`src/rtl/mul_div_unit_if.sv`:
```
//------------------------------------------------------------------------------
// Module      : mul_div_unit_if
// Description : Start/Busy/Done handshake bundle between the core (master)
//               and the iterative RV32M multiply/divide unit (slave).
// Revision    : 1.0 - initial release
//------------------------------------------------------------------------------
`default_nettype none

`ifndef ALUOP_WIDTH
`define ALUOP_WIDTH 5
`endif
`ifndef ALU_MUL
`define ALU_MUL    5'd10
`define ALU_MULH   5'd11
`define ALU_MULHSU 5'd12
`define ALU_MULHU  5'd13
`define ALU_DIV    5'd14
`define ALU_REM    5'd15
`endif

interface mul_div_unit_if #(
  parameter int DATA_W = 32
);
  logic                    Start;
  logic [`ALUOP_WIDTH-1:0] AluOperation;
  logic [DATA_W-1:0]       OperandA;
  logic [DATA_W-1:0]       OperandB;
  logic                    Kill;
  logic                    Busy;
  logic                    Done;
  logic [DATA_W-1:0]       Result;

  // Core side: issues requests and flushes, watches the stall/complete flags
  modport master (
    output Start, AluOperation, OperandA, OperandB, Kill,
    input  Busy, Done, Result
  );

  // Execution unit side
  modport slave (
    input  Start, AluOperation, OperandA, OperandB, Kill,
    output Busy, Done, Result
  );
endinterface

`default_nettype wire

```
`src/rtl/mul_div_unit.sv`:
```
//------------------------------------------------------------------------------
// Module      : mul_div_unit
// Description : Iterative RV32M multiply/divide unit. Radix-2 shift-add
//               multiply and restoring divide, one bit per cycle, with
//               sign fix-up in a separate cycle and a one-cycle Done pulse.
// Revision    : 1.0 - initial release
//------------------------------------------------------------------------------
`default_nettype none

`ifndef ALUOP_WIDTH
`define ALUOP_WIDTH 5
`endif
`ifndef ALU_MUL
`define ALU_MUL    5'd10
`define ALU_MULH   5'd11
`define ALU_MULHSU 5'd12
`define ALU_MULHU  5'd13
`define ALU_DIV    5'd14
`define ALU_REM    5'd15
`endif

module mul_div_unit #(
  parameter int DATA_W = 32,
  parameter int CNT_W  = 6
) (
  input  wire logic         clk,
  input  wire logic         rst_n,
  mul_div_unit_if.slave     bus
);

  typedef enum logic [1:0] {
    S_IDLE = 2'd0,
    S_CALC = 2'd1,
    S_FIX  = 2'd2,
    S_DONE = 2'd3
  } state_t;

  localparam logic [DATA_W-1:0] c_int_min = {1'b1, {(DATA_W-1){1'b0}}};
  localparam logic [CNT_W-1:0]  c_iters   = CNT_W'(DATA_W);

  state_t                  r_state;
  logic [`ALUOP_WIDTH-1:0] r_op;
  logic [DATA_W-1:0]       r_hi;      // product high half / partial remainder
  logic [DATA_W-1:0]       r_lo;      // multiplier -> product low / dividend -> quotient
  logic [DATA_W-1:0]       r_opb;     // multiplicand or divisor magnitude
  logic [CNT_W-1:0]        r_cnt;
  logic                    r_neg;     // product / quotient must be negated
  logic                    r_sa;      // dividend sign, gives remainder sign
  logic [DATA_W-1:0]       r_result;

  // Decode of the incoming request
  logic w_is_mul, w_is_div, w_sa, w_sb, w_div0, w_ovf, w_accept;
  logic [DATA_W-1:0] w_mag_a, w_mag_b, w_special;

  assign w_is_mul = (bus.AluOperation == `ALU_MUL)    || (bus.AluOperation == `ALU_MULH) ||
                    (bus.AluOperation == `ALU_MULHSU) || (bus.AluOperation == `ALU_MULHU);
  assign w_is_div = (bus.AluOperation == `ALU_DIV)    || (bus.AluOperation == `ALU_REM);
  // A is signed for everything except MULHU; B only for MUL/MULH/DIV/REM
  assign w_sa     = bus.OperandA[DATA_W-1] && (bus.AluOperation != `ALU_MULHU);
  assign w_sb     = bus.OperandB[DATA_W-1] &&
                    ((bus.AluOperation == `ALU_MUL) || (bus.AluOperation == `ALU_MULH) || w_is_div);
  assign w_mag_a  = w_sa ? -bus.OperandA : bus.OperandA;
  assign w_mag_b  = w_sb ? -bus.OperandB : bus.OperandB;
  assign w_div0   = w_is_div && (bus.OperandB == '0);
  assign w_ovf    = w_is_div && (bus.OperandA == c_int_min) && (bus.OperandB == '1);
  assign w_accept = bus.Start && !bus.Kill && (w_is_mul || w_is_div) &&
                    ((r_state == S_IDLE) || (r_state == S_DONE));
  // Architecturally defined results for divide-by-zero and signed overflow
  assign w_special = (bus.AluOperation == `ALU_DIV) ? (w_div0 ? '1 : c_int_min)
                                                    : (w_div0 ? bus.OperandA : '0);

  // One iteration of each datapath
  logic [DATA_W:0]       w_msum, w_dshift, w_dsub;
  logic                  w_dge;
  logic [2*DATA_W-1:0]   w_prod, w_prod_fix;
  logic [DATA_W-1:0]     w_quo, w_rem, w_fix_result;
  logic                  w_run_div;

  assign w_run_div  = (r_op == `ALU_DIV) || (r_op == `ALU_REM);
  assign w_msum     = {1'b0, r_hi} + (r_lo[0] ? {1'b0, r_opb} : '0);
  assign w_dshift   = {r_hi, r_lo[DATA_W-1]};
  assign w_dsub     = w_dshift - {1'b0, r_opb};
  assign w_dge      = ~w_dsub[DATA_W];
  assign w_prod     = {r_hi, r_lo};
  assign w_prod_fix = r_neg ? -w_prod : w_prod;
  assign w_quo      = r_neg ? -r_lo : r_lo;
  assign w_rem      = r_sa  ? -r_hi : r_hi;

  // Result selection applied in the FIX cycle
  always_comb begin
    w_fix_result = w_rem;
    case (r_op)
      `ALU_MUL:                           w_fix_result = w_prod_fix[DATA_W-1:0];
      `ALU_MULH, `ALU_MULHSU, `ALU_MULHU: w_fix_result = w_prod_fix[2*DATA_W-1:DATA_W];
      `ALU_DIV:                           w_fix_result = w_quo;
      default:                            w_fix_result = w_rem;
    endcase
  end

  // Control FSM and datapath registers
  always_ff @(posedge clk or negedge rst_n) begin
    if (!rst_n) begin
      r_state  <= S_IDLE;
      r_op     <= '0;
      r_hi     <= '0;
      r_lo     <= '0;
      r_opb    <= '0;
      r_cnt    <= '0;
      r_neg    <= 1'b0;
      r_sa     <= 1'b0;
      r_result <= '0;
    end else begin
      case (r_state)
        S_IDLE, S_DONE: begin
          r_state <= S_IDLE;
          if (w_accept) begin
            if (w_div0 || w_ovf) begin
              r_result <= w_special;
              r_state  <= S_DONE;
            end else begin
              r_op    <= bus.AluOperation;
              r_neg   <= w_sa ^ w_sb;
              r_sa    <= w_sa;
              r_cnt   <= c_iters;
              r_hi    <= '0;
              r_opb   <= w_is_div ? w_mag_b : w_mag_a;
              r_lo    <= w_is_div ? w_mag_a : w_mag_b;
              r_state <= S_CALC;
            end
          end
        end
        S_CALC: begin
          if (bus.Kill) begin
            r_state <= S_IDLE;
          end else begin
            if (w_run_div) begin
              r_hi <= w_dge ? w_dsub[DATA_W-1:0] : w_dshift[DATA_W-1:0];
              r_lo <= {r_lo[DATA_W-2:0], w_dge};
            end else begin
              r_hi <= w_msum[DATA_W:1];
              r_lo <= {w_msum[0], r_lo[DATA_W-1:1]};
            end
            r_cnt <= r_cnt - CNT_W'(1);
            if (r_cnt == CNT_W'(1)) r_state <= S_FIX;
          end
        end
        S_FIX: begin
          if (bus.Kill) begin
            r_state <= S_IDLE;
          end else begin
            r_result <= w_fix_result;
            r_state  <= S_DONE;
          end
        end
        default: r_state <= S_IDLE;
      endcase
    end
  end

  assign bus.Busy   = (r_state == S_CALC) || (r_state == S_FIX);
  assign bus.Done   = (r_state == S_DONE);
  assign bus.Result = r_result;

endmodule

`default_nettype wire

```
`src/flat_wrapper.sv`:
```
// flat-port wrapper written by rule: the top's interface ports become plain ports
module mul_div_unit_flat 
#(
  parameter int DATA_W = 32,
  parameter int CNT_W  = 6
)
  (clk, rst_n, bus_Start, bus_AluOperation, bus_OperandA, bus_OperandB, bus_Kill, bus_Busy, bus_Done, bus_Result);
  mul_div_unit_if #(.DATA_W(DATA_W)) bus_i ();
  input  wire logic clk;
  input  wire logic rst_n;
  input wire logic [$bits(bus_i.Start)-1:0] bus_Start;
  input wire logic [$bits(bus_i.AluOperation)-1:0] bus_AluOperation;
  input wire logic [$bits(bus_i.OperandA)-1:0] bus_OperandA;
  input wire logic [$bits(bus_i.OperandB)-1:0] bus_OperandB;
  input wire logic [$bits(bus_i.Kill)-1:0] bus_Kill;
  output wire logic [$bits(bus_i.Busy)-1:0] bus_Busy;
  output wire logic [$bits(bus_i.Done)-1:0] bus_Done;
  output wire logic [$bits(bus_i.Result)-1:0] bus_Result;
  assign bus_i.Start = bus_Start;
  assign bus_i.AluOperation = bus_AluOperation;
  assign bus_i.OperandA = bus_OperandA;
  assign bus_i.OperandB = bus_OperandB;
  assign bus_i.Kill = bus_Kill;
  assign bus_Busy = bus_i.Busy;
  assign bus_Done = bus_i.Done;
  assign bus_Result = bus_i.Result;
  mul_div_unit #(.DATA_W(DATA_W), .CNT_W(CNT_W)) u_core (.clk(clk), .rst_n(rst_n), .bus(bus_i));
endmodule
```
`config.mk`:
```
export PLATFORM = sky130hd
export DESIGN_NAME = mul_div_unit_flat
export DESIGN_NICKNAME = d
export VERILOG_FILES = /design/src/rtl/mul_div_unit_if.sv /design/src/rtl/mul_div_unit.sv /design/src/flat_wrapper.sv
export SDC_FILE = /design/constraint.sdc
export NUM_CORES = 1
export LEC_CHECK = 0
export ABC_AREA = 1
export CAP_MARGIN = 20
export CORE_MARGIN = 4
export CORE_UTILIZATION = 38
export DETAILED_ROUTE_END_ITERATION = 10
export GPL_TIMING_DRIVEN = 0
export HOLD_SLACK_MARGIN = 0.03
export REMOVE_ABC_BUFFERS = 1
export SLEW_MARGIN = 20
export SYNTH_ARGS = -nofsm -noshare
export SYNTH_HDL_FRONTEND = slang
export SYNTH_SLANG_ARGS = --single-unit
export TNS_END_PERCENT = 20
```
`constraint.sdc`:
```
create_clock -name clk -period 7.6 [get_ports clk]
set_input_delay 1.14 -clock clk [delete_from_list [all_inputs] [get_ports clk]]
set_output_delay 1.14 -clock clk [all_outputs]
set_load 0.1 [all_outputs]
```
==> flow_metrics.env, run 1 <==
export IMPL_status="complete, no violations"
export IMPL_netlist_area_um2=18300
export IMPL_diodes=0
export IMPL_io_pins=107
export IMPL_hp_class="reg2reg"
export IMPL_synth_edff_count=0
export IMPL_via_count=22200
export IMPL_grt_pass1_vias=20100
export IMPL_grt_setup_unrepaired="false"
export IMPL_areaGrowthSynthToFinish_pct=11.5
export IMPL_cts_root_buf="clkbuf_16"
export IMPL_cts_resized=0
export IMPL_final_cell_mix="nand2_1 (1107), inv_1 (411), nand3_1 (393)"
export IMPL_synth_async_sr_flop_share=1.00
export IMPL_drcViolationCount=0
export IMPL_tritoncts="done"
export IMPL_core_area_um2=47700
export IMPL_cp_start_kind="input pin"
export IMPL_powerDensity_nw_per_um2=204
export IMPL_crit_chain="clkdlybuf4s50_1 -> inv_1 -> ha_1 -> nand3_2 -> nor2_2 -> nand2_1 -> nor2_1 -> nand2_2 -> nand4_1 -> clkinv_2 -> nand3_1 -> o21ai_0"
export IMPL_leakagePower_uw=0.0105
export IMPL_fin_ws_ns=2.43
export IMPL_grt_first_pass_wirelength_um=124000
export IMPL_cts_buffers=17
export IMPL_htree_levels=4
export IMPL_syn_avg_cell_area_um2=5.51
export IMPL_wl_per_cell_um=21.0
export IMPL_required_ns=7.93
export IMPL_cts_setup_buffers=0
export IMPL_arrival_ns=5.50
export IMPL_die_h_um=228
export IMPL_io_buffer_count=106
export IMPL_start_util=0.384
export IMPL_crit_path_top_delay_cell="clkinv_2"
export IMPL_drt_wl_total_um=83400
export IMPL_num_rows=80
export IMPL_hpwlAfterDp_um=66000
export IMPL_via_per_inst=5.59
export IMPL_crit_type="in2reg"
export IMPL_multi_input_area_um2=12600
export IMPL_ys_ff_latch=143
export IMPL_irDropWorstVdd_mv=0.182
export IMPL_netlist_instances=3330
export IMPL_grt_ovfl_total=0
export IMPL_nNetsFinal=3499
export IMPL_drtAntennaViolNets=0
export IMPL_hold_buffers=0
export IMPL_path_max_fanout=64
export IMPL_ys_flop_type="dfrtp_1"
export IMPL_initialDrtViolationCount=2675
export IMPL_synth_distinct_cells=45
export IMPL_fp_dieW_um=228
export IMPL_final_area_um2=20400
export IMPL_drtPass1Iterations=8
export IMPL_yosys_warnings=0
export IMPL_grt_max_degree=88
export IMPL_drive_gt1_frac=0.0351
export IMPL_max_freq_mhz=193
export IMPL_nFillCells=5320
export IMPL_final_common_cell="nand2_1"
export IMPL_hold_viol_final=0
export IMPL_max_slew_margin=0.334
export IMPL_max_stage_delay_ns=0.99
export IMPL_cts_sinks=143
export IMPL_setup_violations=0
export IMPL_clk_pin_slew_worst_paths_ns=0.07
export IMPL_end_kind="flip-flop"
export IMPL_post_dp_cell_area_um2=19800
export IMPL_seq_area_frac_synth=0.195
export IMPL_die_area_um2=51800
export IMPL_clock_latency_ns=0.50
export IMPL_drv_slew=0
export IMPL_tightest_slew_ns=0.996
export IMPL_finalCritPeriodShare=0.681
export IMPL_maxCapViolations=0
export IMPL_cts_path_max_buffers=2
export IMPL_fin_crit_ns=5.17
export IMPL_place_ws_ns=2.15
export IMPL_gp_congestion=1.03
export IMPL_regArea_um2=3580
export IMPL_clock_skew_ns=0.0153
export IMPL_track_usage=0.320
export IMPL_antenna_found_initial=1
-- routing by layer --
layer / vias up / global-route usage / wire [um]
li1: 10700 / - / -
met1: 10200 / 0.434 / 35200
met2: 1117 / 0.483 / 35400
met3: 196 / 0.0685 / 8040
met4: 2 / 0.157 / 4660
met5: - / 0 / 13
-- cell usage after synthesis (13+ instances only) --
master | count | area share
a21oi_1 | 198 | 0.054
nor3_1 | 20 | 0.0055
xnor2_1 | 21 | 0.010
inv_2 | 14 | 0.0029
nor2_1 | 385 | 0.079
ha_1 | 74 | 0.050
o21ai_0 | 181 | 0.049
nand4_1 | 52 | 0.018
nand2_2 | 13 | 0.0044
nand3b_1 | 14 | 0.0057
o211ai_1 | 19 | 0.0078
xor2_1 | 46 | 0.022
nand2_1 | 1108 | 0.23
inv_1 | 413 | 0.085
buf_2 | 28 | 0.0076
dfrtp_1 | 143 | 0.20
clkbuf_1 | 53 | 0.011
nand3_1 | 393 | 0.11
o21ai_1 | 33 | 0.0090
buf_1 | 18 | 0.0037
-- critical path: cells and delay by family --
kind / cells / cell delay [ns]
compound gates: 1 / 0.17
fa+ha+maj: 1 / 0.23
buf+inv: 3 / 1.62
simple gates: 7 / 2.28
-- layout make-up --
type                            count  share of cell area
Sequential cell                   143               0.175
Clock buffer                       18              0.0215
Tap cell                          615              0.0377
Timing Repair Buffer              113              0.0605
Multi-Input combinational cell   2644               0.618
Clock inverter                     14             0.00704
Inverter                          431              0.0796
-- report_power, final --
| part | switching, uW | total (uW) | internal [uW] |
|---|---|---|---|
| sequential | 198 | 1090 | 891 |
| combinational | 1550 | 2180 | 634 |
| clock | 424 | 894 | 470 |
-- through the flow --
stage               hold WS, ns  utilization  std cells  total power, uW  setup TNS [ns]
global route              0.505        0.428       3978             4430               0
detailed placement        0.464        0.416       3946             3210               0
finish                    0.481        0.428       3978             4170               0
floorplan                 0.459            -       3218             2440               0
global placement          0.466        0.411       3939             3200         -130.67
CTS                       0.485        0.428       3978             4110               0
-- worst paths after layout --
check / slack [ns] / start / cells past startpoint / endpoint
max reg2reg: 3.85 / u_core.r_state[1] / 7 / u_core.r_opb[15]
max in group asynchronous: 6.14 / rst_n / 2 / u_core.r_lo[0]
min: 0.48 / u_core.bus.Result[20] / 2 / u_core.bus.Result[20]
max: 2.43 / bus_OperandB[0] / 12 / u_core.r_opb[25]
min in group asynchronous: 0.57 / rst_n / 1 / u_core.bus.Result[13]
min reg2reg: 0.48 / u_core.bus.Result[20] / 2 / u_core.bus.Result[20]
-- registers in the layout (all words and copies together), names as in the netlist --
signal and flops:
u_core.r_cnt 6, u_core.r_sa 1, u_core.r_neg 1, u_core.r_op 5
u_core.r_hi 32, u_core.r_opb 32, u_core.bus.Result 32, u_core.r_state 2
u_core.r_lo 32
-- cells by family after synthesis --
kind of cell / after synthesis / share of synthesized area
buf+inv: 543 / 0.117
fa+ha+maj: 76 / 0.0527
compound gates: 470 / 0.135
xor+xnor: 67 / 0.0320
simple gates: 2031 / 0.468
flops: 143 / 0.195
(Power assumes the default switching activity.)
==> inputs of run 2 (changes only) <==
==> constraint.sdc (replaced) <==
create_clock -name clk -period 5 [get_ports clk]
set_input_delay 0.75 -clock clk [delete_from_list [all_inputs] [get_ports clk]]
set_output_delay 0.75 -clock clk [all_outputs]
set_load 0.1 [all_outputs]
==> flow_metrics.env, run 2 (synthesis gave the netlist of run 1 again) <==
export IMPL_status="complete, no violations"
export IMPL_drtAntennaViolNets=0
export IMPL_cts_path_max_buffers=2
export IMPL_gp_congestion=1.03
export IMPL_leakagePower_uw=0.0105
export IMPL_cts_root_buf="clkbuf_16"
export IMPL_io_buffer_count=106
export IMPL_via_count=22300
export IMPL_core_area_um2=47700
export IMPL_drcViolationCount=0
export IMPL_io_pins=107
export IMPL_regArea_um2=3580
export IMPL_sw_frac_of_total=0.521
export IMPL_hold_slack_ns=0.178
export IMPL_die_area_um2=51800
export IMPL_die_h_um=228
export IMPL_areaGrowthSynthToFinish_pct=11.5
export IMPL_final_cell_mix="nand2_1 (1107), inv_1 (411), nand3_1 (393)"
export IMPL_drt_wl_total_um=83500
export IMPL_cts_setup_buffers=0
export IMPL_hold_viol_final=0
export IMPL_cts_resized=0
export IMPL_cts_sinks=143
export IMPL_nNetsFinal=3499
export IMPL_clock_power_share=0.215
export IMPL_crit_type="in2reg"
export IMPL_dp_cells=3946
export IMPL_hpwlAfterDp_um=66000
export IMPL_clock_skew_ns=0.0157
export IMPL_drive_gt1_frac=0.0351
export IMPL_drtPass1Iterations=6
export IMPL_fin_cells=3978
export IMPL_antenna_found_initial=1
export IMPL_drv_slew=0
export IMPL_pwr_share_seq=0.261
export IMPL_cp_start_kind="input pin"
export IMPL_pwr_share_comb=0.524
export IMPL_start_util=0.384
export IMPL_end_kind="flip-flop"
export IMPL_setup_violations=0
export IMPL_initialDrtViolationCount=2752
export IMPL_via_per_inst=5.60
export IMPL_multi_input_area_um2=12600
export IMPL_tightest_slew_ns=0.996
export IMPL_wl_per_cell_um=21.0
export IMPL_grt_setup_unrepaired="false"
export IMPL_hold_buffers=0
export IMPL_track_usage=0.320
export IMPL_p_int_uw=3030
export IMPL_diodes=0
export IMPL_utilization=0.428
export IMPL_fp_dieW_um=228
export IMPL_grt_first_pass_wirelength_um=124000
export IMPL_grt_pass1_vias=20100
export IMPL_max_slew_margin=0.334
export IMPL_grt_ovfl_total=0
export IMPL_cts_buffers=17
export IMPL_irDropWorstVdd_mv=0.275
export IMPL_hp_class="in2async"
export IMPL_max_freq_mhz=209
export IMPL_power_switching_uw=3300
export IMPL_nFillCells=5320
export IMPL_powerDensity_nw_per_um2=310
export IMPL_maxCapViolations=0
export IMPL_path_max_fanout=64
export IMPL_tritoncts="done"
export IMPL_num_rows=80
export IMPL_grt_max_degree=88
export IMPL_finalCritPeriodShare=0.958
export IMPL_fin_crit_ns=4.79
export IMPL_clk_pin_slew_worst_paths_ns=0.08
export IMPL_clock_latency_ns=0.50
export IMPL_htree_levels=4
export IMPL_required_ns=5.34
export IMPL_final_common_cell="nand2_1"
export IMPL_arrival_ns=5.13
run 2: cell counts in the layout (fill, tap and decap cells not counted):
Identical to the previous run, type by type.
run 2: layout make-up:
| cell class | count | share of cell area |
|---|---|---|
| tap | 615 | 0.0377 |
| sequential | 143 | 0.175 |
| inverter | 431 | 0.0796 |
| timing repair buffer | 113 | 0.0605 |
| clock buffer | 18 | 0.0215 |
| multi-input combinational | 2644 | 0.618 |
| clock inverter | 14 | 0.00704 |
run 2: layer usage:
layer | GRT usage | vias up | share of wire
li1 | - | 10700 | -
met1 | 0.433 | 10200 | 0.43
met2 | 0.484 | 1088 | 0.43
met3 | 0.0685 | 200 | 0.092
met4 | 0.157 | 2 | 0.055
met5 | 0 | - | 0.00016
run 2: path summary, 6_finish.rpt:
| check | cells after the start | to | startpoint | slack [ns] |
|---|---|---|---|---|
| max in group asynchronous | 2 | u_core.r_lo[0] | rst_n | 3.92 |
| min | 1 | u_core.bus.Result[13] | rst_n | 0.18 |
| max | 12 | u_core.r_opb[15] | bus_OperandB[0] | 0.21 |
| min reg2reg | 2 | u_core.bus.Result[20] | u_core.bus.Result[20] | 0.48 |
| min in group clk | 2 | u_core.bus.Result[20] | u_core.bus.Result[20] | 0.48 |
| max reg2reg | 7 | u_core.r_opb[15] | u_core.r_state[1] | 1.24 |
run 2: worst max-delay path: stages:
cell and delay (ns):
clkdlybuf4s50_1 0.49, inv_1 0.14, ha_1 0.24, nand3_2 0.16, nor2_2 0.18, nand2_1 0.11, nor2_1 0.34, nand2_2 0.13
nand4_1 0.69, clkinv_2 0.99, o21ai_0 0.66, o21ai_0 0.18
run 2: power groups by stage:
stage	clock, uW	combinational (uW)	sequential [uW]
after floorplan	0	2000	1710
after global routing	1410	3650	1680
final	1360	3320	1660
after detailed placement	0	3210	1660
after global placement	0	3160	1700
after CTS	1380	3230	1640
run 2: stage by stage:
step                power (uW)  TNS (ns)  setup WS, ns  area [um2]
detailed placement        4870   -0.0579       -0.0579       19800
CTS                       6250         0         0.470       20400
global route              6730         0         0.107       20400
global placement          4860   -496.62         -3.16       19600
finish                    6330         0         0.210       20400
floorplan                 3700         0          1.16       17800
